**src/rtl/sha1_pkg.sv**
```systemverilog
// Shared SHA-1 definitions: padder FSM states, block geometry and the initial hash value.
package sha1_pkg;

    typedef enum logic [1:0] {
        S_FILL,
        S_PAD,
        S_OUT,
        S_LEN
    } state_t;

    localparam int BLOCK_BYTES = 64;
    localparam int LEN_POS     = 56;
    localparam logic [7:0] PAD_BYTE = 8'h80;

    localparam logic [31:0] H0 = 32'h67452301;
    localparam logic [31:0] H1 = 32'hEFCDAB89;
    localparam logic [31:0] H2 = 32'h98BADCFE;
    localparam logic [31:0] H3 = 32'h10325476;
    localparam logic [31:0] H4 = 32'hC3D2E1F0;

    typedef struct packed {
        logic       en;
        logic [5:0] addr;
        logic [7:0] data;
    } buf_wr_t;

endpackage

```
**src/rtl/sha1_block_buf.sv**
```systemverilog
// 64-byte block buffer, byte 0 in the MSBs; byte write, length write into bytes 56..63, clear.
module sha1_block_buf
    import sha1_pkg::*;
(
    input  logic          clk,
    input  logic          reset,
    input  logic          clr,
    input  buf_wr_t       wr,
    input  logic          len_en,
    input  logic [63:0]   len,
    output logic [511:0]  data
);

    logic [511:0] mem;

    // Byte a occupies [511-8a -: 8]; 511-8a == {~a, 3'b111} for a 6-bit a.
    always_ff @(posedge clk or negedge reset) begin
        if (!reset) begin
            mem <= '0;
        end else if (clr) begin
            mem <= '0;
        end else begin
            if (wr.en)
                mem[{~wr.addr, 3'b111} -: 8] <= wr.data;
            if (len_en)
                mem[63:0] <= len;
        end
    end

    assign data = mem;

endmodule

```
**src/rtl/sha1_padder.sv**
```systemverilog
// Byte-stream to 512-bit block packer with SHA-1 padding and first/last block flags.
module sha1_padder
    import sha1_pkg::*;
#(
    parameter int LEN_W = 61
)(
    input  logic          clk,
    input  logic          reset,
    input  logic [7:0]    in_data,
    input  logic          in_valid,
    input  logic          in_last,
    output logic          in_ready,
    output logic [511:0]  blk_data,
    output logic          blk_valid,
    input  logic          blk_ready,
    output logic          blk_first,
    output logic          blk_last
);

    state_t           state;
    logic [6:0]       ptr;
    logic [LEN_W-1:0] cnt;
    logic             first_pend;
    logic             len_pend;
    logic             end64;
    logic             accept;
    logic             xfer;
    logic             clr;
    logic             len_en;
    buf_wr_t          wr;
    logic [63:0]      bit_len;

    assign accept  = in_valid && in_ready;
    assign xfer    = blk_valid && blk_ready;
    assign bit_len = 64'({cnt, 3'b000});

    always_comb begin
        wr     = '0;
        len_en = 1'b0;
        clr    = 1'b0;
        case (state)
            S_FILL: if (accept) wr = '{en: 1'b1, addr: ptr[5:0], data: in_data};
            S_PAD: begin
                if (ptr != 7'(BLOCK_BYTES)) begin
                    wr     = '{en: 1'b1, addr: ptr[5:0], data: PAD_BYTE};
                    len_en = (ptr < 7'(LEN_POS));
                end
            end
            S_OUT:   clr    = xfer;
            S_LEN:   len_en = 1'b1;
            default: ;
        endcase
    end

    sha1_block_buf u_buf (
        .clk    (clk),
        .reset  (reset),
        .clr    (clr),
        .wr     (wr),
        .len_en (len_en),
        .len    (bit_len),
        .data   (blk_data)
    );

    // in_ready is a register so it stays low while reset is held.
    always_ff @(posedge clk or negedge reset) begin
        if (!reset) begin
            state      <= S_FILL;
            ptr        <= '0;
            cnt        <= '0;
            first_pend <= 1'b1;
            len_pend   <= 1'b0;
            end64      <= 1'b0;
            in_ready   <= 1'b0;
            blk_valid  <= 1'b0;
            blk_last   <= 1'b0;
        end else begin
            case (state)
                S_FILL: begin
                    in_ready <= 1'b1;
                    if (accept) begin
                        ptr <= ptr + 7'd1;
                        cnt <= cnt + 1'b1;
                        if (in_last) begin
                            state    <= S_PAD;
                            in_ready <= 1'b0;
                        end else if (ptr == 7'(BLOCK_BYTES - 1)) begin
                            state     <= S_OUT;
                            in_ready  <= 1'b0;
                            blk_valid <= 1'b1;
                            blk_last  <= 1'b0;
                        end
                    end
                end
                S_PAD: begin
                    state     <= S_OUT;
                    blk_valid <= 1'b1;
                    if (ptr == 7'(BLOCK_BYTES)) begin
                        blk_last <= 1'b0;
                        end64    <= 1'b1;
                    end else if (ptr < 7'(LEN_POS)) begin
                        blk_last <= 1'b1;
                    end else begin
                        blk_last <= 1'b0;
                        len_pend <= 1'b1;
                    end
                end
                S_OUT: begin
                    if (xfer) begin
                        blk_valid  <= 1'b0;
                        ptr        <= '0;
                        first_pend <= 1'b0;
                        if (blk_last) begin
                            state      <= S_FILL;
                            in_ready   <= 1'b1;
                            cnt        <= '0;
                            first_pend <= 1'b1;
                        end else if (end64) begin
                            state <= S_PAD;
                            end64 <= 1'b0;
                        end else if (len_pend) begin
                            state <= S_LEN;
                        end else begin
                            state    <= S_FILL;
                            in_ready <= 1'b1;
                        end
                    end
                end
                S_LEN: begin
                    len_pend  <= 1'b0;
                    state     <= S_OUT;
                    blk_valid <= 1'b1;
                    blk_last  <= 1'b1;
                end
                default: state <= S_FILL;
            endcase
        end
    end

    assign blk_first = blk_valid && first_pend;

endmodule

```
**config.mk**
```make
export PLATFORM = sky130hd
export DESIGN_NAME = sha1_padder
export DESIGN_NICKNAME = d
export VERILOG_FILES = /design/src/rtl/sha1_pkg.sv /design/src/rtl/sha1_block_buf.sv /design/src/rtl/sha1_padder.sv
export SDC_FILE = /design/constraint.sdc
export NUM_CORES = 1
export LEC_CHECK = 0
export BUFFER_PORTS_ARGS = -buffer_cell sky130_fd_sc_hd__clkbuf_2
export CAP_MARGIN = 20
export CORE_ASPECT_RATIO = 1.25
export CORE_MARGIN = 8
export CORE_UTILIZATION = 59
export CTS_CLUSTER_DIAMETER = 30
export CTS_CLUSTER_SIZE = 12
export DETAILED_ROUTE_END_ITERATION = 7
export PLACE_DENSITY = 0.89
export SKIP_CTS_REPAIR_TIMING = 1
export SLEW_MARGIN = 10
export SYNTH_ARGS = -nofsm -noshare
export SYNTH_HDL_FRONTEND = slang
export SYNTH_SLANG_ARGS = --single-unit
```
**constraint.sdc**
```tcl
create_clock -name clk -period 6.1 [get_ports clk]
set_input_delay 0.305 -clock clk [delete_from_list [all_inputs] [get_ports clk]]
set_output_delay 0.305 -clock clk [all_outputs]
set_load 0.01 [all_outputs]
```
## After elaboration in Yosys (flattened, before gate mapping)

Cells that the tools add are included.
Widths: inputs -> output; s select.

- Output and inout bits: 516
- Flip-flop bits (word level): 588
- Bits of input ports: 13

- Multiplexer cells: 52
- Bitwise operators: 1
- Equality and inequality tests: 18
- Reductions and logical operators: 20
- Shift-type cells: 2
- Add/sub/neg operators: 3
- Magnitude comparators: 1

Operator list:

| operator | number |
|---|---|
| $mux 512 | 2 |
| $shift 8x11->519 const A | 1 |
| $shiftx 8x11->519 | 1 |
| $bwmux 512 | 1 |
| $mux 61 | 3 |
| $pmux 61 s2 | 1 |
| $mux 64 | 1 |
| $add 61x1->61 const B | 1 |
| $mux 15 | 2 |
| $pmux 15 s2 | 1 |
| $mux 1 | 24 |
| $reduce_and 4->1 | 5 |
| $ne 2x2->1 const B | 9 |
| $mux 2 | 7 |
| $mux 7 | 2 |
| $pmux 7 s2 | 1 |
| $neg 9->11 | 1 |
| $ne 3x3->1 const B | 3 |
| $reduce_and 3->1 | 3 |
| $pmux 1 s2 | 4 |
| $reduce_bool 2->1 | 4 |
| $add 7x1->7 const B | 1 |
| $eq 7x6->1 const B | 1 |
| $eq 7x7->1 const B | 1 |
| other kinds (12) | 17 |

## Logic depth before layout (Yosys ltp)

- Depth after elaboration: 10
- Gate-level depth with buffers: 12
- Gate-level depth less buffers: 7

## By module

A second synthesis with hierarchy kept.

- Cell total of the unflattened synthesis: 2692
- Area, all modules: 27975.6 um^2

Modules (own cells, without submodules):

| module | times used | cells each | sequential area each (um^2) | area an instance (um^2) |
|---|---|---|---|---|
| sha1_block_buf | 1 | 2208 | 12812.3 | 23744.0 |
| sha1_padder | 1 | 484 | 1903.1 | 4231.6 |

## Worst setup path after synthesis

No wires, ideal clock.

- Path kind: flip-flop to flip-flop
- Start point: register ptr[0]
- End point: register u_buf.mem[3] (netlist: u_buf.data[3])
- Cell stages (with the launch flop): 12
- Setup slack: 3362 ps
- Arrival: 2612 ps
- Clock period less this slack: 2738 ps
- Data required time: 5974 ps
- Cells stage by stage: dfrtp_1 -> clkbuf_1 -> inv_1 -> ha_1 -> nor4bb_1 -> buf_2 -> o22a_1 -> clkbuf_1 -> buf_2 -> nor2_1 -> a21oi_1 -> a221o_1

- Longest elaborated chain between the ends: 10
- Elaborated cells between the ends (all ways): 16
- Those cells by class: add/sub (1); order compare (1); eq/ne (1); shift (2); mux (9); bitwise (1); reduce/logical (1)

RTL lines:

| what | RTL line | source |
|---|---|---|
| start: declaration | sha1_padder.sv:21 | `logic [6:0] ptr;` |
| start signal: assignment | sha1_padder.sv:82 | `ptr <= ptr + 7'd1;` |
| $ne 7x7->1 | sha1_padder.sv:44 | `if (ptr != 7'(BLOCK_BYTES)) begin` |
| $mux 15 | sha1_padder.sv:44 |  |
| $pmux 15 s2 | sha1_padder.sv:41 | `case (state)` |
| $not 6->6 | sha1_block_buf.sv:24 | `mem[{~wr.addr, 3'b111} -: 8] <= wr.data;` |
| $neg 9->11 | sha1_block_buf.sv:24 |  |
| $shiftx 8x11->519 or $shift 8x11->519 (tied branches) | sha1_block_buf.sv:24 |  |
| $bwmux 512 | sha1_block_buf.sv:24 |  |
| $mux 512 | sha1_block_buf.sv:23 | `if (wr.en)` |
| $mux 64 | sha1_block_buf.sv:25 | `if (len_en)` |
| $mux 512 | sha1_block_buf.sv:20 | `end else if (clr) begin` |
| end signal: indexed assignment | sha1_block_buf.sv:24 |  |
| end signal: assignment | sha1_block_buf.sv:26 | `mem[63:0] <= len;` |
| end: declaration | sha1_block_buf.sv:14 | `logic [511:0] mem;` |

Parallel ways exist; a longest one is shown, timed or not. The select of a mux whose other input is x is not followed.
A chain may end at the register's enable or synchronous reset.

## Worst setup path in the final report

- Start point: register state[0]
- End point: register u_buf.mem[348] (netlist: u_buf.data[348])

- Longest elaborated chain between the ends: 8
- Elaborated cells between the ends (all ways): 13
- Those cells by class: add/sub (1); eq/ne (2); shift (2); mux (5); bitwise (1); reduce/logical (2)

RTL lines:

| what | RTL line | source |
|---|---|---|
| start: declaration | sha1_padder.sv:20 | `state_t state;` |
| start signal: assignment | sha1_padder.sv:68 | `state <= S_FILL;` |
| start signal: assignment | sha1_padder.sv:85 | `state <= S_PAD;` |
| start signal: assignment | sha1_padder.sv:88 | `state <= S_OUT;` |
| $eq 2x1->1 or $logic_not 2->1 (tied branches) | sha1_padder.sv:41 |  |
| $pmux 15 s2 | sha1_padder.sv:41 |  |
| $not 6->6 | sha1_block_buf.sv:24 |  |
| $neg 9->11 | sha1_block_buf.sv:24 |  |
| $shiftx 8x11->519 or $shift 8x11->519 (tied branches) | sha1_block_buf.sv:24 |  |
| $bwmux 512 | sha1_block_buf.sv:24 |  |
| $mux 512 | sha1_block_buf.sv:23 |  |
| $mux 512 | sha1_block_buf.sv:20 |  |

Parallel ways exist; a longest one is shown, timed or not. The select of a mux whose other input is x is not followed.

==> out/summary.txt <==
core box area: 41700 µm²
RSZ-0062 raised after global routing: no
CTS buffer count: 94
antenna-violating nets left: 0
Hold Fails Final Rpt: 0
vias per cell: 6.81
clock skew: 0.0254 ns
critical path endpoint category: flop
Congestion Overflow GR: 0
Slew HR: 24.2%
CP delay by family, top: buffers and inverters
Setup Viol. Count Final: 0
Setup crit start kind: flop
FMAX: 0.260 GHz
post-DP HPWL: 66700 µm
Initial Utilization: 59.3%
fin crit share: 63.0%
Compound-Gate Fraction of Synth Area: 15.1%
Sum Neg Setup Slack: 0 ns
maximum clock path buffer count: 3
filler instances: 2716
post-synthesis mux area share: 1.90%
vias in the first global route: 23766
GRT Util Overall: 40.5%
Area Growth Syn to Fin: 25.8%
Syn Nets: 2450
largest family of logic cells by synthesized area: simple AND/OR/NAND/NOR gates
gpl congestion: 0.981
post-route cell area: 31200 µm²
crit path max fanout: 242
Area after DPL: 27700 µm²
Mean Syn Cell Area: 10.2 µm²
CTS tree: built
largest net degree at the start of global routing: 243
CP Buf/Inv Count: 2
1st-iter DRT viols: 3250
Netlist cell types: 69
Row Count: 84
DRC violations left: 0
pwr dens: 360 nW/µm²
CP cell instances: nand4b_1 > buf_12 > buf_4 > nand3_1 > o21ai_0
HP Class: in -> reg
Crit path largest cell delay: 0.90 ns
CP required: 6.61 ns
Die Area: 48800 µm²
Die Height: 245 µm
Root Buffer: clkbuf_16
initial antenna violation count: 5
min Tclk post-route: 3.84 ns
WS Path Type: reg -> reg
Worst VDD drop: 0.239 mV
LEAKAGE: 0.0148 µW
Post-synth EDFFs: 0
worst slew pin tran: 1.14 ns
IO Count: 529
overall via count from detail_route: 24106
Final Max Slew Viols: 0
commonest register cell after synthesis: dfrtp_1
Clock Latency Late Sink: 0.63 ns
Die X: 199 µm
# H-tree levels: 3
sequential share of the synthesized area: 59.4%
first-pass GRT wire length: 149000 µm
NumNets Final: 2922
adder-cell share of the synthesized area: 0.152%
clock sinks: 588
register bit total from synthesis: 588
multi-input combinational cell area: 9240 µm²
clock slew at reported path FFs: 0.05 ns
drt wl/cell: 28.6 µm
drt first pass iters: 7
ANT cells: 0
Buffers on Ports: 528
share of cells above drive strength 1: 26.7%
Post-Syn Area: 24800 µm²
final WL: 101000 µm
FF/Latch Area: 14700 µm²
overall power: 11200 µW
cells after synthesis: 2434
Synth Area in XOR/XNOR: 0.707%
Synth warnings: 0
simple logic cell fraction of the synthesized area: 19.3%
ys async rst share: 100%
Slowest-stage cell, CP: dfrtp_1
Crit path arrival time: 4.36 ns
Max Cap Violations: 0
status: complete, no violations
-- report_power, final --
part	leakage [µW]	switching, µW	internal [µW]
Combinational	0.00505	1140	341
Sequential	0.00817	188	4030
Clock	0.00161	2030	3490
Total	0.0148	3360	7860
-- through the flow --
| step | worst slack, ns | util (%) | hold WS, ns | instances |
|---|---|---|---|---|
| 2_1_floorplan | 3.36 | - | 0.00941 | 2434 |
| 3_3_place_gp | 2.22 | 66.3 | 0.379 | 3352 |
| 3_5_place_dp | 2.33 | 66.4 | 0.386 | 3355 |
| 4_1_cts | 2.35 | 74.3 | -0.250 | 3528 |
| 5_1_grt | 2.09 | 74.7 | 0.130 | 3542 |
| 6_report | 2.26 | 74.7 | 0.118 | 3542 |
-- placed cells by master, fill, tap and decap left out, types with 8 or more instances in the layout --
master / n
dfrtp_1: 587
clkbuf_2: 528
nand3_1: 460
o21ai_0: 392
nand2_1: 149
nor2_1: 103
clkbuf_16: 95
a21oi_1: 57
a221o_1: 47
mux2i_1: 47
nand4_1: 39
o31ai_1: 39
buf_4: 39
nor3_1: 24
nor4_1: 23
and3_1: 20
xnor2_1: 18
inv_1: 17
nand4b_1: 16
or4_1: 16
a31o_2: 16
clkbuf_8: 14
o41ai_1: 13
clkinv_4: 13
clkinv_2: 12
and2_1: 11
inv_6: 11
o211ai_1: 10
or3_1: 10
bufinv_16: 10
nand2b_1: 8
o21ai_1: 8
clkinvlp_4: 8
-- synth_stat cells, types with 5 or more instances --
cell type  instances  area share, %
buf_2             11           0.22
mux2i_1           47            1.9
inv_1             17           0.26
nand3_1          460            9.3
o21ai_1            8           0.16
nand4b_1          16           0.57
o211ai_1          10           0.30
a21oi_1           59            1.2
nor2_1           104            1.6
nand2b_1           8           0.20
xnor2_1           18           0.64
nand3_2            5           0.20
nor3_1            25           0.51
and2_1            11           0.28
buf_1             37           0.56
clkbuf_1         155            2.3
nand2_1          150            2.3
a211oi_1           5           0.15
a31o_2            16           0.57
nor4_1            24           0.61
or4_1             16           0.49
or3_1             10           0.25
or2_2              5           0.13
o31ai_1           39            1.2
o41ai_1           13           0.46
and3_1            20           0.51
nand4_1           39           0.99
and4_1             7           0.25
o21ai_0          392            7.9
a221o_1           47            1.9
dfrtp_1          587             59
-- worst paths after layout --
kind | startpoint | endpoint | slack, ns | cells past startpoint
worst max-delay path | state[0]$_DFFE_PN0P_ | u_buf.data[348]$_DFFE_PN0P_ | 2.26 | 5
worst min-delay path | blk_ready | blk_valid$_DFFE_PN0P_ | 0.12 | 4
worst max register to register | state[0]$_DFFE_PN0P_ | u_buf.data[348]$_DFFE_PN0P_ | 2.26 | 5
worst min register to register | first_pend$_DFFE_PN1P_ | first_pend$_DFFE_PN1P_ | 0.48 | 2
max in group asynchronous | reset | cnt[57]$_DFFE_PN0P_ | 3.90 | 4
min in group asynchronous | reset | u_buf.data[78]$_DFFE_PN0P_ | 0.31 | 2
-- kinds of logic after synthesis --
group / after synthesis
DFF: 588
xor gates and xnor gates: 20
buffers and inverters: 222
AOI/OAI and AO/OA: 626
adders and majority gates: 3
and+or+nand+nor: 928
muxes: 47
-- per-layer routing --
metal | vias to the layer above | wire [µm] | GRT usage (%)
met4 | 8 | 10300 | 34.2
met5 | - | 52 | 0
met1 | 11666 | 33000 | 46.8
li1 | 9872 | - | -
met3 | 596 | 12400 | 12.2
met2 | 1964 | 45500 | 61.2
-- sequential cells by signal, summed over array words and instances, names as in the netlist --
| signal | cells |
|---|---|
| end64 | 1 |
| state | 2 |
| u_buf.data | 512 |
| blk_last | 1 |
| blk_valid | 1 |
| len_pend | 1 |
| first_pend | 1 |
| ptr | 7 |
| in_ready | 1 |
| cnt | 61 |
-- tightest hold or removal path, delay by kind of cell --
| family | cells | cell delay [ns] |
|---|---|---|
| buffers and inverters | 1 | 0.13 |
| AOI/OAI and AO/OA | 1 | 0.08 |
| and+or+nand+nor | 2 | 0.18 |
-- layout make-up --
class                   count  area share [%]
clock buffers             115            8.32
clock inverters            58            2.27
inverters                  17           0.205
multi-input cells        1624            29.7
flip-flops and latches    588            47.2
well taps                 559            2.25
repair buffers            581            10.0
Note: power is estimated with default switching activity, not from simulation.
